`src/rtl/module_led_ctrl.sv`:
```
// module_led_ctrl: shows decoded Hamming words on LEDs; LED_ERR_BLINK_EN adds data/syndrome alternation
module module_led_ctrl #(
  parameter int PERIOD = 13500000
) (
  input  logic       clk,
  input  logic       rst,
  input  logic       clr,
  input  logic       datos_valid,
  input  logic [3:0] datos_out,
  input  logic [2:0] sindrome,
  output logic       ack,
  output logic [3:0] leds,
  output logic       err
);
`ifdef LED_ERR_BLINK_EN
  typedef enum logic [1:0] {IDLE, SHOW_DATA, SHOW_SYN} state_e;
  localparam int CW = $clog2(PERIOD);
  localparam logic [CW-1:0] LAST = CW'(PERIOD - 1);
  logic [CW-1:0] cnt_q, cnt_d;
`else
  typedef enum logic [1:0] {IDLE, SHOW_DATA} state_e;
`endif
  state_e     state_q, state_d;
  logic [3:0] data_q, data_d;
  logic [2:0] syn_q, syn_d;
  logic       ack_q, ack_d;
  logic [3:0] leds_q, leds_d;
  logic       err_q, err_d;
  if (PERIOD < 2) begin : g_bad_period
    $error("PERIOD must be at least 2");
  end
  // next state; outputs are derived from the next state so they register on the same edge
  always_comb begin
    state_d = state_q;
    data_d  = data_q;
    syn_d   = syn_q;
    ack_d   = 1'b0;
`ifdef LED_ERR_BLINK_EN
    cnt_d   = cnt_q;
`endif
    if (clr) begin
      state_d = IDLE;
      data_d  = '0;
      syn_d   = '0;
`ifdef LED_ERR_BLINK_EN
      cnt_d   = '0;
`endif
    end else if (datos_valid) begin
      state_d = SHOW_DATA;
      data_d  = datos_out;
      syn_d   = sindrome;
      ack_d   = 1'b1;
`ifdef LED_ERR_BLINK_EN
      cnt_d   = '0;
`endif
    end
`ifdef LED_ERR_BLINK_EN
    else if (state_q != IDLE && syn_q != 3'd0) begin
      cnt_d = (cnt_q == LAST) ? '0 : cnt_q + 1'b1;
      if (cnt_q == LAST) state_d = (state_q == SHOW_DATA) ? SHOW_SYN : SHOW_DATA;
    end
    leds_d = (state_d == IDLE) ? 4'b0000 : (state_d == SHOW_SYN) ? {1'b1, syn_d} : data_d;
`else
    leds_d = (state_d == IDLE) ? 4'b0000 : data_d;
`endif
    err_d = |syn_d;
  end
  // state and registered outputs, cleared asynchronously
  always_ff @(posedge clk or posedge rst) begin
    if (rst) begin
      state_q <= IDLE;
      data_q  <= '0;
      syn_q   <= '0;
      ack_q   <= 1'b0;
      leds_q  <= '0;
      err_q   <= 1'b0;
`ifdef LED_ERR_BLINK_EN
      cnt_q   <= '0;
`endif
    end else begin
      state_q <= state_d;
      data_q  <= data_d;
      syn_q   <= syn_d;
      ack_q   <= ack_d;
      leds_q  <= leds_d;
      err_q   <= err_d;
`ifdef LED_ERR_BLINK_EN
      cnt_q   <= cnt_d;
`endif
    end
  end
  assign ack  = ack_q;
  assign leds = leds_q;
  assign err  = err_q;
endmodule

```
`config.mk`:
```
export PLATFORM = sky130hd
export DESIGN_NAME = module_led_ctrl
export DESIGN_NICKNAME = d
export VERILOG_FILES = /design/src/rtl/module_led_ctrl.sv
export SDC_FILE = /design/constraint.sdc
export NUM_CORES = 1
export LEC_CHECK = 0
export CAP_MARGIN = 20
export CORE_AREA = 2 2 40 42
export CTS_BUF_LIST = sky130_fd_sc_hd__clkbuf_2
export DETAILED_ROUTE_END_ITERATION = 8
export DIE_AREA = 0 0 42 44
export PLACE_DENSITY = 0.81
export SLEW_MARGIN = 20
export SYNTH_ARGS = -nofsm -noshare
export SYNTH_HDL_FRONTEND = slang
export SYNTH_SLANG_ARGS = --single-unit
```
`constraint.sdc`:
```
create_clock -name clk -period 0.84 [get_ports clk]
set_input_delay 0.126 -clock clk [delete_from_list [all_inputs] [get_ports clk]]
set_output_delay 0.126 -clock clk [all_outputs]
set_load 0.03 [all_outputs]
```
Yosys cells after proc, flatten, opt, wreduce, memory -nomap -nowiden. Cells that the tools add are included. Widths: inputs -> output; s select.

Flip-flop bits (word level): 15. Bits in latches: 0. Memory bits (writable): 0. Bits in read-only memories: 0. Input bits: 11. Output and inout port bits: 6. Word-level logic and storage cells: 17. Memories: 0.

Add/sub/neg operators: 0. $mul: 0. Div/mod/pow operators: 0. $lt $le $gt $ge: 0. Eq/ne operators: 0. Shift operators: 0. Mux-type cells: 9. Bitwise logic cells: 0. Reductions and logical operators: 2.

Operators with widths (number): $mux 4 (3); $mux 3 (2); $mux 2 (2); $reduce_or 3->1 (1); $logic_not 2->1 (1); $mux 1 (2).

Longest topological paths before layout. Gate-level depths: netlist (run 1).

Depth after elaboration: 4. Depth in mapped cells: 3. Gate-level depth less buffers: 2.

Least setup slack after synthesis (run 1). OpenSTA, ideal clock, no wires.

Path type: reg-to-reg. Start point: reg state_q[0]. End point: reg leds_q[3], in the netlist leds[3]. Data arrival time: 0.739 ns. Setup slack: -0.035 ns. Stages on the path, launching flop included: 3. Buffers on the path: 0. Clock period less this slack: 0.875 ns. Cell sequence: dfrtp_1 nor3_1 nor3_1.

Longest elaborated chain between the ends: 4.

RTL lines: start, declared (line 23) `state_e state_q, state_d;`; start signal, assigned (line 81) `state_q <= state_d;`; $mux 2 (line 48) `end else if (datos_valid) begin`; $mux 2 (line 41) `if (clr) begin`; $logic_not 2->1 (line 64) `leds_d = (state_d == IDLE) ? 4'b0000 : data_d;`; $mux 4 (line 64); via leds_d[3] (line 27) `logic [3:0] leds_q, leds_d;`; end signal, assigned (line 85) `leds_q <= leds_d;`; end, declared (line 27).

The timed path passes the listed nets, and every way through them passes these cells.

Worst setup path after layout (run 1).
Start point: reg leds_q[1], in the netlist leds[1]. End point: out leds[1].

RTL lines: end, declared (line 12) `output logic [3:0] leds,`.

No word-level cell between the ends.

==> flow_metrics.py, run 1 <==
metrics = {
    "outcome": {
        "outcome": "finished with violations",
        "failed_checks": "setup timing",
    },
    "synth": {
        "yosysTopAreaCell": "dfrtp_1",
        "yosysMostFrequentCell": "dfrtp_1",
        "synth_compound_area_share_pct": 1.15,
        "synth_ff_type": "dfrtp_1",
        "synth_edf_count": 0,
        "synth_top_cell_area_share_pct": 69.0,
        "ys_top_cells_by_count": "15 x dfrtp_1, 9 x nor2_1, 7 x mux2i_1",
        "synth_area_sq_um": 544,
        "ys_ff_latch": 15,
        "synth_xor_xnor_area_share_pct": 0,
        "yosysWarnings": 0,
        "avgSynthCellArea_sq_um": 13.0,
        "yosys.area_share.simple_pct": 13.3,
        "synth_cell_type_count": 10,
        "syn_inst": 42,
        "synth.area.mux_share_pct": 12.9,
        "ys_top_cells_by_area": "dfrtp_1 69%, mux2i_1 13%, nor2_1 6.2%",
        "synth.net_count": 53,
        "synthAdderAreaFrac_pct": 0,
        "ys_seq_area_share_pct": 69.0,
        "synthArstFlopShare_pct": 100,
        "synth_top_family_by_area": "simple AND/OR/NAND/NOR gates",
    },
    "global_routing": {
        "grt_pass1_wl_um": 1640,
        "antenna_found_initial": 0,
        "overflow": 0,
        "grt_max_degree": 16,
        "track_usage_pct": 12.7,
        "grt_pass1_vias": 367,
    },
    "route": {
        "vias_per_cell": 4.68,
        "drc_errors": 0,
        "ant_nets": 0,
        "wl_per_cell_um": 12.8,
        "vias": 379,
        "drt_iter0_drc": 6,
        "dr.pass1.iters": 3,
        "wl_um": 1040,
    },
    "die": {
        "rows": 14,
        "core_area_sq_um": 1420,
        "start_util_pct": 38.4,
        "dieArea_sq_um": 1850,
        "die_h_um": 44,
        "ios": 17,
        "die_x_um": 42,
    },
    "timing": {
        "fmax_mhz": 1060,
        "worst_slew_pin_slew_ns": 0.226,
        "post-route-worst-setup-slack_ns": -0.104,
        "whs_ns": 0.135,
        "finalCritPeriodShare_pct": 112,
        "rsz0062_at_grt": "true",
        "finalHoldViolCount": 0,
        "maxSlewHeadroom_pct": 84.5,
        "fin_tns_setup_ns": -0.722,
        "min_period_ns": 0.944,
        "setup-violations-final": 10,
        "slew_violations": 0,
        "skew_ns": 0.00461,
    },
    "worst_setup_path": {
        "r2r_cells": 2,
        "crit_family": "flip-flops",
        "path_max_fanout": 1,
        "slowest_delay_ns": 0.40,
        "critPathBufInv": 1,
        "cp.depth": 1,
        "critical-path-slowest-cell": "dfrtp_1",
        "cp-end-kind": "output pin",
        "critPathLaunchType": "register",
        "worstPathRequired_ns": 0.71,
        "path_cells": "buf_6",
        "worstPathArrival_ns": 0.82,
        "criticalPathCategory": "reg -> out",
    },
    "clock_network": {
        "cts.sinks": 15,
        "clk_latency_ns": 0.28,
        "cts_tree": "done",
        "root_buffer": "clkbuf_2",
        "cts_max_path_buffers": 2,
        "cts_buffers": 3,
        "path_clk_slew_ns": 0.15,
        "htreeDepth": 1,
    },
    "hold_path": {
        "min_path_type": "in -> async",
    },
    "flow_run": {
        "cap_viol_max_count": 0,
    },
    "placement": {
        "gp_congestion": 0.646,
        "numPortBuffers": 16,
        "place_ws_ns": -0.427,
        "post-dp-hpwl_um": 670,
    },
    "layout": {
        "n_antenna_cell": 0,
        "layout-drive-gt1-share_pct": 33.8,
        "nets": 77,
        "area_growth_pct": 63.2,
    },
    "power": {
        "total_power_uw": 1410,
        "static-leakage-power_uw": 0.000416,
        "power.density_nw_per_um2": 1580,
        "ir_worst_vdd_mv": 0.853,
    },
}
[layout make-up]
type	instances	area, sq um
clock buffer	3	15.0
clock inverter	1	5.00
fill	115	531
inverter	1	3.75
multi-input combinational	24	203
sequential	15	375
tap	16	20.0
timing repair buffer	21	267
[cell families after synthesis]
kind of cell / Yosys count
buffers and inverters: 3
muxes: 7
DFF: 15
AOI/OAI and AO/OA: 1
and+or+nand+nor: 16
[layout by cell type, fill, tap and decap left out, types with 2 or more instances in the layout]
master,Yosys,final
mux2i_4,0,2
nor3_1,5,2
clkdlybuf4s50_1,0,9
mux2i_1,7,3
buf_6,1,6
nor2_1,9,9
buf_12,0,3
clkbuf_2,0,3
mux2i_2,0,2
dfrtp_1,15,15
nor3_2,0,2
[repair_timing]
| item | 4_1_cts | 5_1_grt |
|---|---|---|
| buffers inserted | 0 | 1 |
| pin swaps | 0 | 0 |
| hold buffers | 0 | 0 |
| cloned | 1 | 0 |
| gates resized for setup | 13 | 3 |
| setup endpoints to repair | 18 | 10 |
[registers in the layout (all words and copies together) (netlist names)]
register / flops
state_q: 2
syn_q: 3
err: 1
data_q: 4
leds: 4
ack: 1
[worst paths after layout]
kind / end / start / slack [ns]
max: leds[1] / leds[1] / -0.10
min: leds[0] / rst / 0.13
max reg2reg: leds[3] / state_q[0] / -0.05
min reg2reg: data_q[3] / data_q[3] / 0.54
max in group asynchronous: err / rst / 0.59
min in group clk: syn_q[1] / datos_valid / 0.46
[metal layers]
layer  global-route usage (%)  vias to the layer above  wire length (um)
li1                         -                      184                 -
met1                     15.7                      182               457
met2                     18.8                       11               518
met3                     3.75                        2                52
met4                     9.68                        0                 8
met5                        0                        -                 0
[per-stage QoR]
stage / util (%) / cells / instance area [sq um]
global placement: 53.4 / 75 / 758
finish: 62.6 / 81 / 888
global route: 62.6 / 81 / 888
detailed placement: 53.4 / 75 / 758
floorplan: - / 42 / 549
CTS: 61.1 / 80 / 867
[where the power goes]
group / switching, uW / total, uW / internal (uW)
clock: 227 / 334 / 108
sequential: 19.3 / 779 / 760
combinational: 127 / 293 / 166
No activity file was read; power rests on OpenSTA's default activity.
==> inputs of run 2 (changes only) <==
--- a/config.mk
+++ b/config.mk
@@ -11,6 +11,7 @@
 export DETAILED_ROUTE_END_ITERATION = 8
 export DIE_AREA = 0 0 42 44
 export PLACE_DENSITY = 0.81
+export REMOVE_ABC_BUFFERS = 1
 export SLEW_MARGIN = 20
 export SYNTH_ARGS = -nofsm -noshare
 export SYNTH_HDL_FRONTEND = slang
==> run 2 against run 1 <==
Compared with the run above: the flow still finishes with violations (setup timing); total power shrank 2.4%; cell area shrank 5.9%; critical path depth is the same; via count shrank 1.1%; wire length grew 1.7%; count of clock-buffer cells in the layout grew 1; sequential cell count is the same; sequential share of layout area grew 2.7 points; core utilization shrank 3.7 points; register-to-register slack is essentially flat; fmax shrank 0.47%; critical endpoint is now leds[2]; largest power group unchanged.
==> flow_metrics.py, run 2 (synthesis gave the netlist of run 1 again) <==
metrics = {
    "worst_setup_path": {
        "worstPathArrival_ns": 0.82,
        "slowest_delay_ns": 0.41,
        "crit_family": "flip-flops",
        "cp-end-kind": "output pin",
        "criticalPathCategory": "reg -> out",
        "critPathLaunchType": "register",
        "critical-path-slowest-cell": "dfrtp_1",
        "worstPathRequired_ns": 0.71,
        "critPathBufInv": 1,
        "cp.depth": 1,
        "path_max_fanout": 1,
        "r2r_cells": 3,
        "path_cells": "buf_6",
    },
    "timing": {
        "finalCritPeriodShare_pct": 113,
        "skew_ns": 0.00361,
        "worst_slew_pin_slew_ns": 0.259,
        "min_period_ns": 0.949,
        "fmax_mhz": 1050,
        "fin_tns_setup_ns": -0.718,
        "finalHoldViolCount": 0,
        "rsz0062_at_grt": "true",
        "maxSlewHeadroom_pct": 82.3,
        "whs_ns": 0.148,
        "setup-violations-final": 10,
        "slew_violations": 0,
        "post-route-worst-setup-slack_ns": -0.109,
    },
    "die": {
        "rows": 14,
        "dieArea_sq_um": 1850,
        "core_area_sq_um": 1420,
        "die_x_um": 42,
        "ios": 17,
        "die_h_um": 44,
        "start_util_pct": 38.4,
    },
    "clock_network": {
        "root_buffer": "clkbuf_2",
        "cts_buffers": 3,
        "htreeDepth": 1,
        "path_clk_slew_ns": 0.13,
        "cts.sinks": 15,
        "clk_latency_ns": 0.27,
        "cts_tree": "done",
        "cts_hold_buf": 0,
        "post_cts_buffers": 0,
        "cts_max_path_buffers": 2,
    },
    "outcome": {
        "outcome": "finished with violations",
        "failed_checks": "setup timing",
    },
    "layout": {
        "area_growth_pct": 53.6,
        "layout_commonest_cell": "dfrtp_1",
        "final_cells": 82,
        "nets": 78,
        "layout-drive-gt1-share_pct": 33.3,
        "postLayoutCoreUtil_pct": 58.9,
        "final_cell_mix": "15 x dfrtp_1, 9 x nor2_1, 9 x clkdlybuf4s50_1",
        "fillCellCount": 112,
        "n_antenna_cell": 0,
    },
    "power": {
        "switchingPower_uw": 348,
        "power.density_nw_per_um2": 1640,
        "static-leakage-power_uw": 0.000404,
        "pwr-share-comb_pct": 18.9,
        "power.internal_uw": 1020,
        "p_seq_share_pct": 56.5,
        "ir_worst_vdd_mv": 0.799,
        "power_frac_clock_pct": 24.6,
        "switching_share_pct": 25.4,
    },
    "flow_run": {
        "cap_viol_max_count": 0,
    },
    "route": {
        "vias_per_cell": 4.57,
        "vias": 375,
        "ant_nets": 0,
        "dr.pass1.iters": 2,
        "wl_per_cell_um": 12.9,
        "drt_iter0_drc": 5,
        "wl_um": 1050,
        "drc_errors": 0,
    },
    "global_routing": {
        "grt_pass1_wl_um": 1870,
        "grt_pass1_vias": 411,
        "track_usage_pct": 14.6,
        "antenna_found_initial": 0,
        "overflow": 0,
        "grt_max_degree": 16,
    },
    "placement": {
        "gp_congestion": 0.703,
        "place_ws_ns": -0.454,
        "numPortBuffers": 16,
        "post-dp-hpwl_um": 749,
        "placed_cells": 78,
    },
    "hold_path": {
        "min_path_type": "in -> async",
    },
}
run 2: per-stage QoR:
stage	power (uW)	cell area (sq um)
3_5_place_dp	1020	763
6_report	1370	836
2_1_floorplan	876	528
5_1_grt	1450	836
4_1_cts	1390	831
3_3_place_gp	1010	763
run 2: final timing paths:
kind                                   from    endpoint  slack (ns)
worst min-delay path                    rst   data_q[0]        0.15
worst min register to register   state_q[0]  state_q[0]        0.54
worst max-delay path                leds[2]     leds[2]       -0.11
max in group asynchronous               rst  state_q[0]        0.58
min in group clk                datos_valid  state_q[1]        0.35
worst max register to register   state_q[0]     leds[2]       -0.06
run 2: final cells by class:
cell class | count | area [sq um] | area share [%]
Clock buffer | 4 | 20.0 | 2.40
Inverter | 1 | 3.75 | 0.449
Tap cell | 16 | 20.0 | 2.40
Timing Repair Buffer | 22 | 240 | 28.7
Sequential cell | 15 | 375 | 44.9
Multi-Input combinational cell | 24 | 176 | 21.1
run 2: power groups by stage:
stage	clock (uW)	combinational (uW)	sequential [uW]
CTS	358	258	776
global placement	0	231	782
floorplan	0	60.1	816
global route	392	279	779
finish	338	259	775
detailed placement	0	235	785
run 2: worst register-to-register path, stage by stage, from the launching register on:
cell and delay [ns]:
dfrtp_1 0.41, nor3_2 0.18, buf_4 0.16, nor3_1 0.05
run 2: timing repair:
item | in CTS | in global routing
gates resized for setup | 13 | 1
pin swaps | 0 | 1
endpoints found under the hold margin | 0 | 0
setup endpoints to repair | 18 | 11
run 2: routing by layer:
metal,global-route usage (%),vias to the layer above,routed length [um]
met3,4.17,0,57
li1,-,189,-
met5,0,-,0
met2,23.4,13,578
met4,11.6,0,0
met1,16.4,173,418
